<file path="config.mk">
export PLATFORM = sky130hd
export DESIGN_NAME = atmega_pll_lock_det
export DESIGN_NICKNAME = d
export VERILOG_FILES = /design/src/rtl/atmega_pll_lock_det.sv
export SDC_FILE = /design/constraint.sdc
export NUM_CORES = 1
export LEC_CHECK = 0
export ABC_AREA = 1
export BUFFER_PORTS_ARGS = -buffer_cell sky130_fd_sc_hd__buf_4
export CAP_MARGIN = 40
export CORE_MARGIN = 1.5
export CORE_UTILIZATION = 28
export DETAILED_ROUTE_END_ITERATION = 8
export PLACE_DENSITY_LB_ADDON = 0.1
export SETUP_SLACK_MARGIN = 0.02
export SLEW_MARGIN = 20
export SYNTH_ARGS = -nofsm -noshare
export SYNTH_HDL_FRONTEND = slang
export SYNTH_SLANG_ARGS = --single-unit
</file>
<file path="constraint.sdc">
create_clock -name clk_i -period 8.89 [get_ports clk_i]
set_input_delay 0.4445 -clock clk_i [delete_from_list [all_inputs] [get_ports clk_i]]
set_output_delay 0.4445 -clock clk_i [all_outputs]
set_load 0.01 [all_outputs]
</file>
<file path="src/rtl/atmega_pll_lock_det.sv">
// atmega_pll_lock_det: counts synchronized PLL clock edges per reference window and tracks lock/loss.
// Define ATMEGA_PLL_LOCK_IRQ_EN to implement LOSSIE and the registered loss-of-lock irq_o.
module atmega_pll_lock_det #(
  parameter int                           BUS_ADDR_DATA_LEN = 16,
  parameter logic [BUS_ADDR_DATA_LEN-1:0] PLLLCK_ADDR       = 'h4A,
  parameter logic [BUS_ADDR_DATA_LEN-1:0] PLLREF_ADDR       = 'h4B,
  parameter logic [BUS_ADDR_DATA_LEN-1:0] PLLCNT_ADDR       = 'h4C,
  parameter int                           WINDOW_LEN        = 256,
  parameter int                           LOCK_WINDOWS      = 4
) (
  input  logic                         clk_i,
  input  logic                         rst_i,
  input  logic [BUS_ADDR_DATA_LEN-1:0] addr_i,
  input  logic                         wr_i,
  input  logic                         rd_i,
  input  logic [7:0]                   bus_i,
  output logic [7:0]                   bus_o,
  input  logic                         pll_ck_i,
  input  logic                         pll_en_i,
  output logic                         lock_o,
  output logic                         irq_o
);

  // state      | meaning
  // ST_IDLE    | detector off (EN=0 or PLL disabled), counters held at 0
  // ST_ACQUIRE | windows running, counting consecutive good windows
  // ST_LOCKED  | LOCK_WINDOWS good windows seen; a bad window sets LOSS
  localparam int               WIN_W       = $clog2(WINDOW_LEN);
  localparam logic [WIN_W-1:0] WIN_LAST    = WIN_W'(WINDOW_LEN - 1);
  localparam logic [3:0]       GOOD_TARGET = 4'(LOCK_WINDOWS);

  typedef enum logic [1:0] {
    ST_IDLE    = 2'd0,
    ST_ACQUIRE = 2'd1,
    ST_LOCKED  = 2'd2
  } state_t;

  state_t           r_state, w_state_nxt;
  logic [2:0]       r_ck_sync;
  logic [WIN_W-1:0] r_win_cnt, w_win_cnt_nxt;
  logic [7:0]       r_edge_cnt, w_edge_cnt_nxt;
  logic [3:0]       r_good_cnt, w_good_cnt_nxt;
  logic [7:0]       r_ref, r_cnt, w_cnt_nxt;
  logic [2:0]       r_tol;
  logic             r_en, r_loss, r_lock;
  logic             w_loss_set, w_loss_nxt, w_lossie;
  logic             w_edge, w_active, w_wr_lck, w_wr_ref, w_reconf, w_term, w_good;
  logic [7:0]       w_final;
  logic [8:0]       w_diff, w_abs;
  logic             w_unused_ok;

  assign w_edge   = r_ck_sync[1] & ~r_ck_sync[2];
  assign w_active = r_en & pll_en_i;
  assign w_wr_lck = wr_i && (addr_i == PLLLCK_ADDR);
  assign w_wr_ref = wr_i && (addr_i == PLLREF_ADDR);
  // A PLLLCK write only counts as a TOL change when the field value actually changes,
  // so W1C of LOSS or EN/LOSSIE updates do not restart acquisition.
  assign w_reconf = w_wr_ref | (w_wr_lck & (bus_i[6:4] != r_tol));
  assign w_term   = (r_win_cnt == WIN_LAST);

  assign w_final  = (r_edge_cnt == 8'hFF) ? 8'hFF : r_edge_cnt + {7'd0, w_edge};
  assign w_diff   = {1'b0, w_final} - {1'b0, r_ref};
  assign w_abs    = w_diff[8] ? (~w_diff + 9'd1) : w_diff;
  assign w_good   = (w_abs <= {6'd0, r_tol});

  always_comb begin
    w_state_nxt    = r_state;
    w_win_cnt_nxt  = r_win_cnt + 1'b1;
    w_edge_cnt_nxt = w_final;
    w_good_cnt_nxt = r_good_cnt;
    w_cnt_nxt      = r_cnt;
    w_loss_set     = 1'b0;
    if (r_state == ST_IDLE) begin
      w_win_cnt_nxt  = '0;
      w_edge_cnt_nxt = '0;
      w_good_cnt_nxt = '0;
      if (w_active) w_state_nxt = ST_ACQUIRE;
    end else if (!w_active) begin
      w_state_nxt    = ST_IDLE;
      w_win_cnt_nxt  = '0;
      w_edge_cnt_nxt = '0;
      w_good_cnt_nxt = '0;
      w_loss_set     = (r_state == ST_LOCKED);
    end else if (w_reconf) begin
      w_state_nxt    = ST_ACQUIRE;
      w_win_cnt_nxt  = '0;
      w_edge_cnt_nxt = '0;
      w_good_cnt_nxt = '0;
    end else if (w_term) begin
      w_win_cnt_nxt  = '0;
      w_edge_cnt_nxt = '0;
      w_cnt_nxt      = w_final;
      if (w_good) begin
        if (r_state == ST_ACQUIRE) begin
          w_good_cnt_nxt = r_good_cnt + 4'd1;
          if (r_good_cnt + 4'd1 == GOOD_TARGET) w_state_nxt = ST_LOCKED;
        end
      end else begin
        w_good_cnt_nxt = '0;
        if (r_state == ST_LOCKED) begin
          w_state_nxt = ST_ACQUIRE;
          w_loss_set  = 1'b1;
        end
      end
    end
  end

  // Setting LOSS wins over a simultaneous write-1-to-clear.
  assign w_loss_nxt = w_loss_set | (r_loss & ~(w_wr_lck & bus_i[2]));

  always_ff @(posedge clk_i or posedge rst_i) begin
    if (rst_i) begin
      r_state    <= ST_IDLE;
      r_ck_sync  <= '0;
      r_win_cnt  <= '0;
      r_edge_cnt <= '0;
      r_good_cnt <= '0;
      r_cnt      <= '0;
      r_ref      <= '0;
      r_tol      <= '0;
      r_en       <= 1'b0;
      r_loss     <= 1'b0;
      r_lock     <= 1'b0;
    end else begin
      r_state    <= w_state_nxt;
      r_ck_sync  <= {r_ck_sync[1:0], pll_ck_i};
      r_win_cnt  <= w_win_cnt_nxt;
      r_edge_cnt <= w_edge_cnt_nxt;
      r_good_cnt <= w_good_cnt_nxt;
      r_cnt      <= w_cnt_nxt;
      r_loss     <= w_loss_nxt;
      r_lock     <= (w_state_nxt == ST_LOCKED);
      if (w_wr_ref) r_ref <= bus_i;
      if (w_wr_lck) begin
        r_en  <= bus_i[0];
        r_tol <= bus_i[6:4];
      end
    end
  end

`ifdef ATMEGA_PLL_LOCK_IRQ_EN
  logic r_lossie, r_irq;
  always_ff @(posedge clk_i or posedge rst_i) begin
    if (rst_i) begin
      r_lossie <= 1'b0;
      r_irq    <= 1'b0;
    end else begin
      if (w_wr_lck) r_lossie <= bus_i[3];
      r_irq <= w_loss_nxt & (w_wr_lck ? bus_i[3] : r_lossie);
    end
  end
  assign w_lossie = r_lossie;
  assign irq_o    = r_irq;
`else
  assign w_lossie = 1'b0;
  assign irq_o    = 1'b0;
`endif

  assign lock_o      = r_lock;
  assign w_unused_ok = &{1'b0, bus_i[7], bus_i[3]};

  always_comb begin
    bus_o = 8'h00;
    if (rd_i && !rst_i) begin
      if (addr_i == PLLLCK_ADDR)      bus_o = {1'b0, r_tol, w_lossie, r_loss, r_lock, r_en};
      else if (addr_i == PLLREF_ADDR) bus_o = r_ref;
      else if (addr_i == PLLCNT_ADDR) bus_o = r_cnt;
    end
  end

endmodule

</file>
Yosys cells after proc, flatten, opt, wreduce, memory -nomap -nowiden. Cells that the tools add are included.

Register bits: 47. Input bits: 30. Output and inout bits: 10. Word-level logic and storage cells: 83.

Add/sub/neg operators: 5. Order comparisons: 1. Equal/unequal tests: 12. Mux-type cells: 35. Bitwise gates (word level): 12. Reductions and logical operators: 7.

Operators by type and width (count): $mux W8 (13); $eq A16 B7 Y1 const B (3); $mux W4 (6); $mux W2 (9); $eq A8 B8 Y1 const B (2); $add A9 B1 Y9 const B (1); $le A9 B3 Y1 (1); $mux W9 (1); $not A9 Y9 (1); $sub A8 B8 Y9 (1); $add A8 B1 Y8 (1); $add A8 B1 Y8 const B (1); $mux W1 (6); $and A1 B1 Y1 (5); $ne A5 B3 Y1 const B (1); $add A4 B1 Y4 const B (1); $eq A2 B2 Y1 const B (2); $eq A4 B3 Y1 const B (1); $ne A4 B1 Y1 const B (1); $not A1 Y1 (4); $reduce_and A4 Y1 (1); $logic_and A1 B1 Y1 (3); $ne A3 B3 Y1 (1); $eq A2 B1 Y1 const B (1); 4 further kinds (5).

Depth between registers and ports, before layout.
Depth in word-level cells: 15. Gate-level depth with buffers: 30. Gate-level depth less buffers: 30.

Least setup slack after synthesis. Ideal clock, no wire load.

Kind: register -> register. Start: register r_edge_cnt[4]. End: register r_good_cnt[0]. Library setup time: 0.117 ns. Arrival: 3.587 ns. Required time: 8.773 ns. Setup slack: 5.186 ns. Stages on the path, launching flop included: 21. Path buffers: 0. Clock period less this slack: 3.704 ns. Cell sequence: dfrtp_1 -> nand2_1 -> nor4_1 -> nor2_1 -> ha_1 -> fa_1 -> ha_1 -> nor2_1 -> xor2_1 -> inv_1 -> ha_1 -> a21oi_1 -> o21ai_0 -> nand2_1 -> nand2_1 -> nor2_2 -> nand3_4 -> nor2_4 -> nand2_4 -> nand3_1 -> nand2_1.

Longest elaborated chain between the ends: 12. Elaborated cells between the ends (all ways): 15.

RTL lines: from (decl) (line 41) `logic [7:0] r_edge_cnt, w_edge_cnt_nxt;`; from (signal assigned) (line 128) `r_edge_cnt <= w_edge_cnt_nxt;`; $add A8 B1 Y8 or $eq A8 B8 Y1 (tied branches) (line 61) `assign w_final = (r_edge_cnt == 8'hFF) ? 8'hFF : r_edge_cnt + {7'd0, w_edge};`; $mux W8 (*) (line 61); $sub A8 B8 Y9 (*) (line 62) `assign w_diff = {1'b0, w_final} - {1'b0, r_ref};`; $not A9 Y9 (line 63) `assign w_abs = w_diff[8] ? (~w_diff + 9'd1) : w_diff;`; $add A9 B1 Y9 (line 63); $mux W9 (*) (line 63); $le A9 B3 Y1 (*) (line 64) `assign w_good = (w_abs <= {6'd0, r_tol});`; $mux W4 (line 93) `if (w_good) begin`; $mux W4 (line 89) `end else if (w_term) begin`; $mux W4 (line 84) `end else if (w_reconf) begin`; $mux W4 (line 78) `end else if (!w_active) begin`; $mux W4 (line 73) `if (r_state == ST_IDLE) begin`; to (signal assigned) (line 129) `r_good_cnt <= w_good_cnt_nxt;`; to (decl) (line 42) `logic [3:0] r_good_cnt, w_good_cnt_nxt;`.

Every way passes the cells marked *; elsewhere a longest branch is shown, timed or not. The select of a mux whose other input is x is not followed. A chain may end at the register's enable or synchronous reset.

Worst setup path in the final report.
Start: register r_edge_cnt[2]. End: register r_good_cnt[0].

Same word-level chain as after synthesis.

==> results.txt <==
----------------------------------------------------
[Drt]
  Number of remaining DRC errors ... 0
  Per-cell routed wire length ... around 13 um
  Initial DRC Count ... between 80 and 90
  Detailed-routing iteration count for the pre-antenna-repair pass ... 4
  Per-cell via count in the routed design ... 4.573
  Antenna violation net count after detailed routing ... 0
  Overall routed net length ... just over 8000 um
  Number of vias after detailed routing ... roughly 2800

[Setup path]
  CP Capture Type ... register
  Critical path class ... register to register
  Kind of start point of the critical path ... register
  Maximum fanout encountered on the critical timing path ... 6
  Worst path required time ... roughly 9.1 ns
  FF-to-FF setup slack ... between 4 and 5 ns
  Critical path arrival ... roughly 4.4 ns
  Critical Path Start ... r_edge_cnt[2]$_DFF_PP0_
  Startpoint of the worst register-to-register path ... r_edge_cnt[2]$_DFF_PP0_
  Depth of the worst register-to-register path ... 24
  End of the worst register-to-register path ... r_good_cnt[0]$_DFFE_PP0P_

[Place]
  Buffers added on ports ... 38
  Placed cell count ... a little over 600
  HPWL after DPL ... 6694 um
  Post-Place Worst Slack ... 4.676 ns
  Area post-placement ... approximately 3600 um^2
  Final weighted congestion of routability-driven global placement ... about 0.86

[CTS]
  Number of levels in the clock H-tree ... 2
  Clock-pin slew on the worst setup and hold paths ... ~0.070 ns
  Maximum count of clock buffers along a single path ... 2
  Number of setup buffers added after CTS ... 0
  Post-cts hold buffer count ... 0
  Total clock buffers created by CTS ... 5
  Clock Root Buffer ... sky130_fd_sc_hd__clkbuf_16
  CTS sink count ... 47
  Clock insertion delay at the later pin of the skew report ... a little under 0.3 ns
  TritonCTS clock tree ... yes
  Post-CTS resize count ... 0

[Synthesis]
  Synth Net Count ... 489
  Synthesized area ... approximately 3200 um^2
  Sequential element share of the synthesized area ... 0.3692
  Cell variety after synth ... 36
  Number of standard cells after synthesis ... 441
  Synthesized flop and latch total ... 47
  Synthesized area per cell ... roughly 7.2 um^2
  Yosys warns ... 0

[Timing]
  Slew headroom ... 0.4237
  Final worst clock skew ... 0.004065 ns
  Maximum operating frequency ... roughly 240 MHz
  Minimum period implied by the final worst setup slack ... around 4.2 ns
  Setup tns final ... 0 ns
  Worst Slack Setup Final ... 4.685 ns
  Max-slew violation count ... 0
  Transition time of the tightest slew-check pin ... ~0.86 ns
  Count of endpoints failing hold in the final timing report ... 0
  Setup Viol. Count Final ... 0
  Period utilization ... 0.4730
  Unrepaired setup endpoints after global routing ... no

[Layout]
  Most common cell after layout, fill and taps aside ... sky130_fd_sc_hd__nand2_1
  Post-layout net count ... roughly 530
  Total inserted antenna cells ... 0
  Commonest cells after routing, fill and taps aside ... 104 x sky130_fd_sc_hd__nand2_1, 64 x sky130_fd_sc_hd__inv_1, 53 x sky130_fd_sc_hd__nor2_1
  Layout cells sized above 1 ... 0.1476
  Summed area of non-filler cells in the final layout ... 3802 um^2
  Area added between synthesis and finish ... 19.36%
  Final core area utilization ... 0.3462
  Number of standard cells in the layout, taps in and fillers out ... between 600 and 700

[Die]
  Chip Width ... roughly 110 um
  Area of the core ... between 10000 and 15000 um^2
  Initial Util ... 0.2900
  Core Rows ... 38
  Number of primary I/O pins ... 40
  Die Footprint ... ~12000 um^2
  Die Y ... about 110 um

[Run status]
  Outcome ... completed

[GRT]
  Grt total ovfl ... 0
  Via count of the first global-routing pass ... between 2000 and 3000
  Global-route wire length before repair ... ~14000 um
  GRT busiest layer ... met2
  GRT met3 Usage ... 0.01956
  Met2 GRT Util ... 0.2471
  Initial antenna violation count ... 0
  Total GRT Usage ... 0.1510
  Met1 track demand over resource in global routing ... 0.2062
  Maximum number of pins on one net before global-route repair ... 30

[Hold path]
  Class of the tightest hold or removal check ... primary input to async pin

[Flow run]
  Number of maximum-capacitance violations ... 0

[Pwr]
  Maximum vdd drop ... 0.05968 mV
  Lkg Pwr ... ~1.9 nW
  Power per standard cell area ... ~120 nW/um^2

----------------------------------------------------
## synth_stat cells
| master | n | area share |
|---|---|---|
| sky130_fd_sc_hd__nand2_1 | 104 | 0.12 |
| sky130_fd_sc_hd__inv_1 | 65 | 0.077 |
| sky130_fd_sc_hd__nor2_1 | 53 | 0.062 |
| sky130_fd_sc_hd__dfrtp_1 | 47 | 0.37 |
| sky130_fd_sc_hd__o21ai_0 | 33 | 0.052 |
| sky130_fd_sc_hd__nand3_1 | 25 | 0.039 |
| sky130_fd_sc_hd__a21oi_1 | 23 | 0.036 |
| sky130_fd_sc_hd__ha_1 | 17 | 0.067 |
| sky130_fd_sc_hd__nand4_1 | 7 | 0.014 |
| sky130_fd_sc_hd__nand2_2 | 6 | 0.012 |
| sky130_fd_sc_hd__nor2_2 | 6 | 0.012 |
| sky130_fd_sc_hd__xnor2_1 | 6 | 0.016 |
| sky130_fd_sc_hd__nor3_1 | 5 | 0.0079 |
| sky130_fd_sc_hd__nand3b_1 | 4 | 0.0094 |
| sky130_fd_sc_hd__xor2_1 | 4 | 0.011 |
| sky130_fd_sc_hd__a211oi_1 | 3 | 0.0071 |
| sky130_fd_sc_hd__clkbuf_1 | 3 | 0.0035 |
| sky130_fd_sc_hd__nand2_4 | 3 | 0.011 |
| sky130_fd_sc_hd__nand3_2 | 3 | 0.0094 |
| sky130_fd_sc_hd__and3_1 | 2 | 0.0039 |
| sky130_fd_sc_hd__buf_2 | 2 | 0.0031 |
| sky130_fd_sc_hd__buf_4 | 2 | 0.0047 |
| sky130_fd_sc_hd__nor3b_1 | 2 | 0.0047 |
| sky130_fd_sc_hd__o21a_1 | 2 | 0.0047 |
| sky130_fd_sc_hd__o21ai_1 | 2 | 0.0031 |
| sky130_fd_sc_hd__or2_1 | 2 | 0.0039 |
| sky130_fd_sc_hd__a21boi_1 | 1 | 0.0024 |
| sky130_fd_sc_hd__a31oi_1 | 1 | 0.0020 |
| sky130_fd_sc_hd__conb_1 | 1 | 0.0012 |
| sky130_fd_sc_hd__fa_1 | 1 | 0.0063 |
| sky130_fd_sc_hd__inv_2 | 1 | 0.0012 |
| sky130_fd_sc_hd__nand3_4 | 1 | 0.0055 |
| sky130_fd_sc_hd__nor2_4 | 1 | 0.0035 |
| sky130_fd_sc_hd__nor4_1 | 1 | 0.0020 |
| sky130_fd_sc_hd__o21ai_4 | 1 | 0.0051 |
| sky130_fd_sc_hd__xor2_2 | 1 | 0.0051 |
## sequential cells by signal, indices dropped and copies added (netlist names)
register / cells
r_cnt: 8
r_edge_cnt: 8
r_ref: 8
r_win_cnt: 8
r_good_cnt: 4
r_ck_sync: 3
r_tol: 3
r_state: 2
lock_o: 1
r_en: 1
r_loss: 1
## metrics by stage
stage / hold WS [ns] / power [mW]
after floorplan: 0.3312 / 0.2282
after global routing: 0.2063 / 0.4795
after CTS: 0.1836 / 0.4704
after global placement: 0.3324 / 0.2417
final: 0.1669 / 0.4591
after detailed placement: 0.3356 / 0.2432
## critical path: stages (launching register included)
cell                      delay [ns]
sky130_fd_sc_hd__dfrtp_1        0.42
sky130_fd_sc_hd__nand2_1        0.09
sky130_fd_sc_hd__nor4_1         0.75
sky130_fd_sc_hd__nor2_1         0.20
sky130_fd_sc_hd__ha_1           0.28
sky130_fd_sc_hd__fa_1           0.43
sky130_fd_sc_hd__inv_1          0.09
sky130_fd_sc_hd__nand2_1        0.07
sky130_fd_sc_hd__nand2_1        0.08
sky130_fd_sc_hd__nand2_1        0.05
sky130_fd_sc_hd__nand2_1        0.12
sky130_fd_sc_hd__nor2_1         0.07
sky130_fd_sc_hd__xor2_1         0.12
sky130_fd_sc_hd__inv_1          0.06
sky130_fd_sc_hd__ha_1           0.30
sky130_fd_sc_hd__a21oi_1        0.12
sky130_fd_sc_hd__o21ai_0        0.09
sky130_fd_sc_hd__nand2_1        0.06
sky130_fd_sc_hd__nand2_1        0.06
sky130_fd_sc_hd__nor2_2         0.16
sky130_fd_sc_hd__nand3_4        0.13
sky130_fd_sc_hd__nor2_4         0.14
sky130_fd_sc_hd__nand2_4        0.07
sky130_fd_sc_hd__nand3_1        0.08
sky130_fd_sc_hd__nand2_1        0.06
## kinds of logic after synthesis
kind of cell               synth area share
and+or+nand+nor                      0.3225
buffers and inverters               0.08916
AOI/OAI and AO/OA                    0.1123
DFF                                  0.3692
adders and majority gates           0.07305
xor gates and xnor gates            0.03260
other                              0.001177
## area by class of cell
type	instances	area, um^2
fillers	1207	7181
well taps	140	175.2
clock buffers	5	125.1
flip-flops and latches	47	1176
inverters	66	247.7
repair buffers	39	305.3
clock inverters	3	47.55
multi-input cells	321	1725
## worst max path at each step
| stage | to | slack [ns] | depth (start not counted) |
|---|---|---|---|
| 2_1_floorplan | r_good_cnt[0]$_DFFE_PP0P_ | 5.19 | 20 |
| 3_3_place_gp | r_good_cnt[2]$_DFFE_PP0P_ | 4.78 | 20 |
| 3_5_place_dp | r_good_cnt[2]$_DFFE_PP0P_ | 4.68 | 24 |
| 4_1_cts | r_good_cnt[0]$_DFFE_PP0P_ | 4.67 | 24 |
| 5_1_grt | r_good_cnt[1]$_DFFE_PP0P_ | 4.13 | 25 |
| 6_report | r_good_cnt[0]$_DFFE_PP0P_ | 4.69 | 24 |
## report_power, final
part / switching [mW] / internal [mW]
logic: 0.0123 / 0.0115
clock network: 0.0864 / 0.134
registers: 0.000220 / 0.214
## layer usage
layer | wire (um) | up-vias
met2 | 3705 | 65
met1 | 4026 | 1285
met5 | 0 | -
met3 | 419 | 9
met4 | 108 | 0
li1 | - | 1481
(Power assumes the default switching activity.)
